[config.mk]
export PLATFORM = sky130hd
export DESIGN_NAME = seven_seg_scan_flat
export DESIGN_NICKNAME = d
export VERILOG_FILES = /design/src/rtl/seven_seg_pkg.sv /design/src/rtl/seven_seg_scan_if.sv /design/src/rtl/bcd_to_seg.sv /design/src/rtl/seven_seg_scan.sv /design/src/flat_wrapper.sv
export SDC_FILE = /design/constraint.sdc
export NUM_CORES = 1
export LEC_CHECK = 0
export ABC_CLOCK_PERIOD_IN_PS = 2000
export CORE_UTILIZATION = 51
export DETAILED_ROUTE_END_ITERATION = 10
export GPL_ROUTABILITY_DRIVEN = 0
export GPL_TIMING_DRIVEN = 0
export PLACE_DENSITY = 0.71
export SKIP_LAST_GASP = 1
export SLEW_MARGIN = 20
export SYNTH_ARGS = -nofsm -noshare
export SYNTH_HDL_FRONTEND = slang
export SYNTH_HIERARCHICAL = 1
export SYNTH_SLANG_ARGS = --single-unit
[constraint.sdc]
create_clock -name clk -period 2 [get_ports clk]
set_input_delay 0.5 -clock clk [delete_from_list [all_inputs] [get_ports clk]]
set_output_delay 0.5 -clock clk [all_outputs]
set_load 0.005 [all_outputs]
[src/rtl/seven_seg_pkg.sv]
// Shared definitions for the four-digit seven-segment scanner: FSM encoding,
// active-low segment patterns and the all-anodes-off constant.
package seven_seg_pkg;

  typedef enum logic {
    ST_BLANK = 1'b0,
    ST_SHOW  = 1'b1
  } state_t;

  // Segment order is {g,f,e,d,c,b,a}; a 0 lights the segment.
  localparam logic [6:0] SEG_BLANK = 7'h7F;
  localparam logic [6:0] SEG_DIGIT [0:9] = '{
    7'h40, 7'h79, 7'h24, 7'h30, 7'h19,
    7'h12, 7'h02, 7'h78, 7'h00, 7'h10
  };

  localparam logic [3:0] AN_OFF = 4'b1111;

endpackage

[src/rtl/seven_seg_scan_if.sv]
// Display-side signal bundle: mux select out, BCD digit and masks in,
// active-low anode/segment/decimal-point drive out.
interface seven_seg_scan_if;
  logic       enable;
  logic [3:0] bcd_in;
  logic [3:0] blink_mask;
  logic [3:0] dp_mask;
  logic [1:0] digit_sel;
  logic [3:0] an;
  logic [6:0] seg;
  logic       dp;

  modport master (
    input  enable, bcd_in, blink_mask, dp_mask,
    output digit_sel, an, seg, dp
  );

  modport slave (
    output enable, bcd_in, blink_mask, dp_mask,
    input  digit_sel, an, seg, dp
  );
endinterface

[src/rtl/bcd_to_seg.sv]
// Combinational BCD to active-low seven-segment decode; non-decimal codes
// blank the digit.
module bcd_to_seg
  import seven_seg_pkg::*;
(
  input  logic [3:0] bcd,
  output logic [6:0] seg
);

  always_comb begin
    seg = SEG_BLANK;
    if (bcd < 4'd10) seg = SEG_DIGIT[bcd];
  end

endmodule

[src/rtl/seven_seg_scan.sv]
// Four-digit multiplexed display scanner: each slot blanks first so the mux
// settles and the previous digit cannot ghost, then shows the decoded digit.
module seven_seg_scan
  import seven_seg_pkg::*;
#(
  parameter int REFRESH_DIV  = 50000,
  parameter int BLANK_CYCLES = 500,
  parameter int BLINK_DIV    = 25000000
) (
  input  logic             clk,
  input  logic             reset,
  seven_seg_scan_if.master bus
);

  localparam int TW = $clog2(REFRESH_DIV);
  localparam int BW = $clog2(BLINK_DIV);
  localparam logic [TW-1:0] BLANK_LAST = TW'(BLANK_CYCLES - 1);
  localparam logic [TW-1:0] SHOW_LAST  = TW'(REFRESH_DIV - BLANK_CYCLES - 1);
  localparam logic [BW-1:0] BLINK_LAST = BW'(BLINK_DIV - 1);

  state_t          state_q, state_d;
  logic [TW-1:0]   timer_q, timer_d;
  logic [BW-1:0]   blink_cnt_q, blink_cnt_d;
  logic            blink_phase_q, blink_phase_d;
  logic [1:0]      digit_sel_q, digit_sel_d;
  logic [3:0]      an_q, an_d;
  logic [6:0]      seg_q, seg_d;
  logic            dp_q, dp_d;
  logic [6:0]      dec_seg;
  logic            blink_off;

  bcd_to_seg u_dec (
    .bcd (bus.bcd_in),
    .seg (dec_seg)
  );

  // Blink phase is only consulted at the BLANK-to-SHOW edge, so a digit
  // never flickers partway through its slot.
  assign blink_off = blink_phase_q & bus.blink_mask[digit_sel_q];

  // NOTE: every next-state variable gets a default first so no path through
  // this block leaves one unassigned and infers a latch.
  always_comb begin
    state_d       = state_q;
    timer_d       = timer_q + 1'b1;
    digit_sel_d   = digit_sel_q;
    an_d          = an_q;
    seg_d         = seg_q;
    dp_d          = dp_q;
    blink_cnt_d   = (blink_cnt_q == BLINK_LAST) ? '0 : blink_cnt_q + 1'b1;
    blink_phase_d = blink_phase_q ^ (blink_cnt_q == BLINK_LAST);

    if (!bus.enable) begin
      // Disable wins over any slot boundary; digit_sel deliberately holds.
      state_d = ST_BLANK;
      timer_d = '0;
      an_d    = AN_OFF;
      seg_d   = SEG_BLANK;
      dp_d    = 1'b1;
    end else begin
      unique case (state_q)
        ST_BLANK: begin
          if (timer_q == BLANK_LAST) begin
            state_d = ST_SHOW;
            timer_d = '0;
            an_d    = ~(4'b0001 << digit_sel_q);
            seg_d   = blink_off ? SEG_BLANK : dec_seg;
            dp_d    = blink_off | ~bus.dp_mask[digit_sel_q];
          end
        end
        ST_SHOW: begin
          if (timer_q == SHOW_LAST) begin
            state_d     = ST_BLANK;
            timer_d     = '0;
            digit_sel_d = digit_sel_q + 2'd1;
            an_d        = AN_OFF;
            seg_d       = SEG_BLANK;
            dp_d        = 1'b1;
          end
        end
        default: begin
          state_d = ST_BLANK;
          timer_d = '0;
        end
      endcase
    end
  end

  // NOTE: sequential state uses non-blocking assignments so every register
  // samples the pre-edge values regardless of statement order.
  always_ff @(posedge clk or posedge reset) begin
    if (reset) begin
      state_q       <= ST_BLANK;
      timer_q       <= '0;
      blink_cnt_q   <= '0;
      blink_phase_q <= 1'b0;
      digit_sel_q   <= 2'd0;
      an_q          <= AN_OFF;
      seg_q         <= SEG_BLANK;
      dp_q          <= 1'b1;
    end else begin
      state_q       <= state_d;
      timer_q       <= timer_d;
      blink_cnt_q   <= blink_cnt_d;
      blink_phase_q <= blink_phase_d;
      digit_sel_q   <= digit_sel_d;
      an_q          <= an_d;
      seg_q         <= seg_d;
      dp_q          <= dp_d;
    end
  end

  assign bus.digit_sel = digit_sel_q;
  assign bus.an        = an_q;
  assign bus.seg       = seg_q;
  assign bus.dp        = dp_q;

endmodule

[src/flat_wrapper.sv]
// flat-port wrapper written by rule: the top's interface ports become plain ports
module seven_seg_scan_flat import seven_seg_pkg::*;
#(
  parameter int REFRESH_DIV  = 50000,
  parameter int BLANK_CYCLES = 500,
  parameter int BLINK_DIV    = 25000000
)
  (clk, reset, bus_enable, bus_bcd_in, bus_blink_mask, bus_dp_mask, bus_digit_sel, bus_an, bus_seg, bus_dp);
  seven_seg_scan_if bus_i ();
  input  logic clk;
  input  logic reset;
  input wire logic [$bits(bus_i.enable)-1:0] bus_enable;
  input wire logic [$bits(bus_i.bcd_in)-1:0] bus_bcd_in;
  input wire logic [$bits(bus_i.blink_mask)-1:0] bus_blink_mask;
  input wire logic [$bits(bus_i.dp_mask)-1:0] bus_dp_mask;
  output wire logic [$bits(bus_i.digit_sel)-1:0] bus_digit_sel;
  output wire logic [$bits(bus_i.an)-1:0] bus_an;
  output wire logic [$bits(bus_i.seg)-1:0] bus_seg;
  output wire logic [$bits(bus_i.dp)-1:0] bus_dp;
  assign bus_i.enable = bus_enable;
  assign bus_i.bcd_in = bus_bcd_in;
  assign bus_i.blink_mask = bus_blink_mask;
  assign bus_i.dp_mask = bus_dp_mask;
  assign bus_digit_sel = bus_i.digit_sel;
  assign bus_an = bus_i.an;
  assign bus_seg = bus_i.seg;
  assign bus_dp = bus_i.dp;
  seven_seg_scan #(.REFRESH_DIV(REFRESH_DIV), .BLANK_CYCLES(BLANK_CYCLES), .BLINK_DIV(BLINK_DIV)) u_core (.clk(clk), .reset(reset), .bus(bus_i));
endmodule
==> metrics, run 1 <==
Yosys cell types 49; later-pin clock latency in the skew report 320 ps; TritonCTS clock tree built; Max rail drop VDD 0.4012 mV; number of endpoints with negative hold slack in the final report 0; number of instances in the synthesized netlist 301; starting utilization of the core area 0.5407; vias in the first global route 2289; # placed instances 399; Worst EP arrival 2190 ps; number of iterations in the first detailed-routing pass 4; crit path max-delay cell type sky130_fd_sc_hd__mux4_2; total grt overflow 0; commonest cells after routing, fill and taps aside 42 x sky130_fd_sc_hd__dfrtp_1, 37 x sky130_fd_sc_hd__nor2_1, 25 x sky130_fd_sc_hd__clkdlybuf4s50_1; post-route non-filler standard cell count 417; vertical extent of the die 79.34 um; CP Capture Point u_core/bus.dp; ratio of routed vias to standard cells 5.508; final setup vio count 0; number of core rows 27; cell taking the most area after synthesis sky130_fd_sc_hd__dfrtp_1; largest net degree at the start of global routing 58; CP Capture Type flop; flip-flop cell with the highest count after synthesis sky130_fd_sc_hd__dfrtp_1; required arrival time at the worst endpoint 2250 ps; most frequent standard cell in the layout excluding fill and tap cells sky130_fd_sc_hd__dfrtp_1; classification of the worst-slack hold path flop to flop; CTS max path bufs 2; number of diodes 0; Reg2Reg Depth 5; share of flip-flops with an asynchronous set or reset 1.000; core area 0.005642 mm2; crit path launch type primary input; worst path cell trace clkdlybuf4s50_1 -> mux4_2 -> nand2_1 -> nand3b_1 -> nand2b_1 -> mux2_2; r2r endpoint u_core/bus.dp; # DRC 0; antenna viol nets, final 0; synth top area cells sky130_fd_sc_hd__dfrtp_1 37%, sky130_fd_sc_hd__dfstp_2 10%, sky130_fd_sc_hd__xor2_1 4.9%; WL per Instance 14.41 um; clock buffers created by TritonCTS 9; wire length of the first global-routing pass 10.52 mm; Nets 366; share of cells above drive strength 1 0.1594; final HPWL from detailed placement 4.137 mm; I/O pin count 29; critical path startpoint bus_blink_mask[2]; Worst-path clk slew 60 ps; Num Clock Sinks 57; CTS H-tree depth 3; cell area after technology mapping 0.003050 mm2; result of the run finished clean; sum of negative setup slack 0 ps; First DRT Iteration DRCs 166; final clock period utilization by the worst path 0.9669; number of pins exceeding their max-slew limit in the final report 0; worst clock skew on the final layout 4.361 ps; Highest Clock Rate 0.5171 GHz; Slew headroom 0.5433; net count after synthesis 327; leakage power summed over all cells 1.568 nW; Max Cap Violations 0; top-area cell type share of the netlist area 0.3692; r2r setup slk 120 ps; fill cell total of the finished layout 460; final core occ 0.6389; number of antenna violations at the first check in global routing 0; portion of the post-synthesis area used by sequential elements 0.4725; largest stage delay on the critical path 490 ps; Die Footprint 0.006295 mm2; total number of vias 2297; power density normalized to cell area 638.6 mW/mm2; Total Power Consumption 0.002302 W; critical-path maximum fanout 8; number of buffer cells added on primary ports 26; startpoint of the worst-slack reg-to-reg timing path u_core/bus.digit_sel[0]; Mapped Avg Cell Area 10.13 um2; shortest period the worst path allows 1934 ps; clock tree root driver cell sky130_fd_sc_hd__clkbuf_8; Slew @ Worst Pin 685.0 ps; Overall Global Routing Usage 0.2171; Synth-to-Final Area Change 18.17%; die span in x 79.34 um; synthesized flop and latch total 57; number of synthesized flops with an enable pin 0; critical path start-end classification primary input to flop; total wire length after detailed routing 6.008 mm; yosys synthesis warning count 6; RSZ-0062 raised after global routing false
how the worst min path moves through the flow:
stage,endpoint,slack (ps),startpoint,depth (start not counted)
3_5_place_dp,u_core/bus.seg[0],450,u_core/bus.seg[0],2
6_report,u_core/bus.seg[0],460,u_core/bus.seg[0],2
3_3_place_gp,u_core/bus.seg[6],450,u_core/bus.seg[6],2
4_1_cts,u_core/bus.seg[0],460,u_core/bus.seg[0],2
2_1_floorplan,u_core/blink_phase_q,440,u_core/blink_phase_q,1
5_1_grt,u_core/bus.seg[5],470,u_core/bus.seg[5],2
metrics by stage:
stage / instance area (um2) / hold WS, ps / setup slack, ps
2_1_floorplan: 3050 / 441.5 / 120.2
3_5_place_dp: 3403 / 452.9 / -271.7
6_report: 3605 / 460.5 / 66.20
4_1_cts: 3577 / 463.0 / 13.23
5_1_grt: 3605 / 472.9 / 3.518
3_3_place_gp: 3401 / 451.4 / -890.9
critical path, delay by kind of cell:
family / cells / cell delay [ps]
muxes: 2 / 750
buffers and inverters: 1 / 400
and+or+nand+nor: 3 / 540
what timing repair did:
item                                    4_1_cts  5_1_grt
endpoints found under the setup margin       10       31
pin swaps                                     1        1
setup buffers                                 0        2
hold buffers                                  0        0
resized for setup                             0        6
registers in the layout, summed over array words and instances (netlist names):
| name | count |
|---|---|
| u_core/blink_cnt_q | 25 |
| u_core/blink_phase_q | 1 |
| u_core/bus.an | 4 |
| u_core/bus.digit_sel | 2 |
| u_core/bus.dp | 1 |
| u_core/bus.seg | 7 |
| u_core/state_q | 1 |
| u_core/timer_q | 16 |
where the power goes:
part / switching (W) / internal (W) / total (W)
Sequential: 0.0000131 / 0.00118 / 0.00120
Clock: 0.000434 / 0.000512 / 0.000946
Combinational: 0.0000841 / 0.0000769 / 0.000161
logic make-up after synthesis:
logic type | synth area share
simple gates | 0.2519
flops | 0.4725
compound gates | 0.07506
xor+xnor | 0.09475
buf+inv | 0.03856
fa+ha+maj | 0.04512
mux | 0.02215
per-layer routing:
| layer | global-route usage | vias to the layer above | routed length, um |
|---|---|---|---|
| li1 | - | 1135 | - |
| met1 | 0.3054 | 1103 | 2894 |
| met2 | 0.3233 | 57 | 2748 |
| met3 | 0.05402 | 2 | 341 |
| met4 | 0.08000 | 0 | 24 |
| met5 | 0 | - | 0 |
synth_stat cells, types with 2 or more instances:
master and count:
sky130_fd_sc_hd__dfrtp_1 45, sky130_fd_sc_hd__nor2_1 37, sky130_fd_sc_hd__inv_1 18, sky130_fd_sc_hd__xor2_1 17
sky130_fd_sc_hd__xnor2_1 16, sky130_fd_sc_hd__a21oi_1 14, sky130_fd_sc_hd__nand3_1 13, sky130_fd_sc_hd__dfstp_2 12
sky130_fd_sc_hd__nand2_1 12, sky130_fd_sc_hd__nand4_1 12, sky130_fd_sc_hd__ha_1 11, sky130_fd_sc_hd__o21ai_0 11
sky130_fd_sc_hd__a211oi_1 7, sky130_fd_sc_hd__and3_1 6, sky130_fd_sc_hd__nand3b_1 5, sky130_fd_sc_hd__nor2b_1 5
sky130_fd_sc_hd__nor3_1 5, sky130_fd_sc_hd__nor3b_1 5, sky130_fd_sc_hd__nor4_1 5, sky130_fd_sc_hd__buf_2 4
sky130_fd_sc_hd__clkbuf_1 3, sky130_fd_sc_hd__nand2b_1 3, sky130_fd_sc_hd__a31oi_1 2, sky130_fd_sc_hd__and4_1 2
sky130_fd_sc_hd__mux2_2 2, sky130_fd_sc_hd__mux4_2 2, sky130_fd_sc_hd__nand3_2 2, sky130_fd_sc_hd__nand4b_1 2
sky130_fd_sc_hd__nor4_4 2, sky130_fd_sc_hd__or3_1 2
area by class of cell:
class	count	area [um2]	share of cell area
Tap cell	72	90.09	0.02499
Sequential cell	57	1445	0.4009
Timing Repair Buffer	28	277.8	0.07706
Clock buffer	13	158.9	0.04408
Buffer	9	52.55	0.01458
Multi-Input combinational cell	217	1495	0.4148
Inverter	18	70.07	0.01944
Clock inverter	3	15.01	0.004165
Note: power is estimated with default switching activity, not from simulation.
==> run 2, diff against run 1 <==
Settings changed: RECOVER_POWER set to 100.
==> run 2 against run 1 <==
  * Utilization is 0.089 points lower
  * Die area stayed put
  * Sequential power hardly changed
  * Routed wire length is 0.45% lower
  * Combinational power is 4% lower
  * Clock skew hardly changed
  * Hold slack worse by 0.76 ps
==> metrics, run 2 (synthesis gave the netlist of run 1 again) <==
result of the run finished clean; largest stage delay on the critical path 490 ps (about the same); post-route non-filler standard cell count 417 (unchanged); number of pins exceeding their max-slew limit in the final report 0 (unchanged); # placed instances 399 (unchanged); commonest cells after routing, fill and taps aside 42 x sky130_fd_sc_hd__dfrtp_1, 37 x sky130_fd_sc_hd__nor2_1, 17 x sky130_fd_sc_hd__inv_1, 17 x sky130_fd_sc_hd__xor2_1, 16 x sky130_fd_sc_hd__xnor2_1; final setup vio count 0 (unchanged); Slew @ Worst Pin 1147 ps (+462.2 ps); Slew headroom 0.2341 (-0.3093); Worst Hold Path EP u_core/bus.seg[0]; leakage power summed over all cells 1.539 nW (-1.9%); Max rail drop VDD 0.3933 mV (-2.0%); I/O pin count 29 (unchanged); sequential share of power 0.522 (+0.003); number of antenna violations at the first check in global routing 0 (unchanged); number of diodes 0 (unchanged); critical path start-end classification primary input to flop; ratio of routed vias to standard cells 5.511 (about the same); number of cells on the worst hold path 2 (unchanged); startpoint of the worst-slack reg-to-reg timing path u_core/bus.digit_sel[0]; total wire length after detailed routing 5.981 mm (-0.45%); required arrival time at the worst endpoint 2250 ps (about the same); worst path cell trace clkdlybuf4s50_1 -> mux4_2 -> nand2_1 -> nand3b_1 -> nand2b_1 -> mux2_2; r2r setup slk 120 ps (about the same); final clock period utilization by the worst path 0.9680 (+0.001146); worst clock skew on the final layout 4.279 ps (-0.08213 ps); later-pin clock latency in the skew report 320 ps (about the same); hold_sp u_core/bus.seg[0]; clock buffers created by TritonCTS 9 (unchanged); reported net switching power 0.0005248 W (-1.2%); First DRT Iteration DRCs 170 (+2.4%); WL per Instance 14.34 um (-0.45%); flip-flop count of the largest register, all copies and words added 25 (unchanged); Clock power frac 0.411 (about the same); Worst-path clk slew 60 ps (about the same); critical path's top delay family multiplexers; starting utilization of the core area 0.5407 (unchanged); final HPWL from detailed placement 4.137 mm (unchanged); CP Capture Type flop; most frequent standard cell in the layout excluding fill and tap cells sky130_fd_sc_hd__dfrtp_1; wire length of the first global-routing pass 10.52 mm (unchanged); CTS H-tree depth 3 (unchanged); top register by number of flip-flops u_core/blink_cnt_q; Synth-to-Final Area Change 18.01%; number of core rows 27 (unchanged); number of buffers and inverters on the critical path 1 (unchanged); vertical extent of the die 79.34 um (unchanged); Reg2Reg Depth 5 (unchanged); shortest period the worst path allows 1936 ps (+2.292 ps); share of cells above drive strength 1 0.1565 (-0.002899); number of endpoints with negative hold slack in the final report 0 (unchanged); crit path max-delay cell type sky130_fd_sc_hd__mux4_2; # DRC 0 (unchanged); proportion of total power due to net switching 0.2292 (-0.001623); vias in the first global route 2289 (unchanged); CTS max path bufs 2 (unchanged); power density normalized to cell area 636.1 mW/mm2 (-0.39%); critical-path maximum fanout 8 (unchanged); Num Clock Sinks 57 (unchanged); number of iterations in the first detailed-routing pass 6 (+2); internal portion of total power 0.001765 W (-0.32%); share of total power in combinational logic 0.067 (-0.003); Highest Clock Rate 0.5165 GHz (-0.12%); worst setup timing slack at the placement stage -271.7 ps (unchanged); classification of the worst-slack hold path flop to flop; core area 0.005642 mm2 (unchanged); number of buffer cells added on primary ports 26 (unchanged); largest net degree at the start of global routing 58 (unchanged); clock tree root driver cell sky130_fd_sc_hd__clkbuf_8; Nets 366 (unchanged); TritonCTS clock tree built; total number of vias 2298 (+0.044%); die span in x 79.34 um (unchanged); total grt overflow 0 (unchanged); Overall Global Routing Usage 0.2171 (unchanged); crit path launch type primary input; antenna viol nets, final 0 (unchanged); Max Cap Violations 0 (unchanged); RSZ-0062 raised after global routing false; fill cell total of the finished layout 460 (unchanged); r2r endpoint u_core/bus.dp; Die Footprint 0.006295 mm2 (unchanged); crit path setup slack, layout 63.91 ps (-2.292 ps); Worst EP arrival 2190 ps (about the same)
## run 2: worst max-delay path by stage
stage,start,endpoint,slack (ps),depth (start not counted)
3_5_place_dp,bus_bcd_in[1],u_core/bus.seg[0],-270,8
3_3_place_gp,reset,u_core/blink_cnt_q[18],-890,2
2_1_floorplan,reset,u_core/blink_cnt_q[0],120,1
4_1_cts,u_core/bus.digit_sel[0],u_core/bus.dp,10,5
5_1_grt,bus_blink_mask[3],u_core/bus.dp,4,6
6_report,bus_blink_mask[2],u_core/bus.dp,60,6
## run 2: per-layer routing
layer,share of wire,GRT usage,wire [um]
met5,0,0,0
met4,0.0055,0.08000,33
met3,0.046,0.05402,275
met2,0.46,0.3233,2751
met1,0.49,0.3054,2921
## run 2: layout make-up
| cell class | instances | area, um2 | area share |
|---|---|---|---|
| plain buffers | 9 | 52.55 | 0.01460 |
| repair buffers | 28 | 277.8 | 0.07716 |
| clock inverters | 3 | 15.01 | 0.004171 |
| inverters | 18 | 67.56 | 0.01877 |
| clock buffers | 13 | 158.9 | 0.04414 |
| well taps | 72 | 90.09 | 0.02503 |
| multi-input cells | 217 | 1493 | 0.4147 |
| flip-flops and latches | 57 | 1445 | 0.4015 |
## run 2: timing repair
item | 4_1_cts | 5_1_grt
gates resized for setup | 0 | 6
setup endpoints to repair | 10 | 31
hold buffers | 0 | 0
pin swaps | 1 | 1
setup buffers | 0 | 2
## run 2: power groups by stage
stage	Sequential [W]	Combinational [W]	Clock (W)
final	0.00119	0.000154	0.000941
after global routing	0.00120	0.000174	0.00103
after floorplan	0.00121	0.0000821	0
after CTS	0.00120	0.000164	0.000970
after detailed placement	0.00122	0.000163	0
after global placement	0.00121	0.000159	0
## run 2: through the flow
stage / util / total power [W] / cell area [um2] / hold WS [ps] / TNS [ps]
finish: 0.6381 / 0.002290 / 3600 / 459.7 / 0
global route: 0.6381 / 0.002402 / 3600 / 471.1 / 0
CTS: 0.6341 / 0.002329 / 3577 / 463.0 / 0
detailed placement: 0.6032 / 0.001378 / 3403 / 452.9 / -2467
global placement: 0.6028 / 0.001374 / 3401 / 451.4 / -47150
floorplan: - / 0.001297 / 3050 / 441.5 / 0
## run 2: worst reg2reg max path: stages (launching register included)
cell and delay [ps]:
sky130_fd_sc_hd__dfrtp_2 460, sky130_fd_sc_hd__mux4_2 550, sky130_fd_sc_hd__nand2_1 90, sky130_fd_sc_hd__nand3b_1 220, sky130_fd_sc_hd__nand2b_1 230, sky130_fd_sc_hd__mux2_2 260
==> run 3, diff against run 2 <==
Settings changed: CTS_CLUSTER_SIZE set to 28.
==> results of run 3 <==
The final DEF is identical to that of run 2; final timing and power are the same.
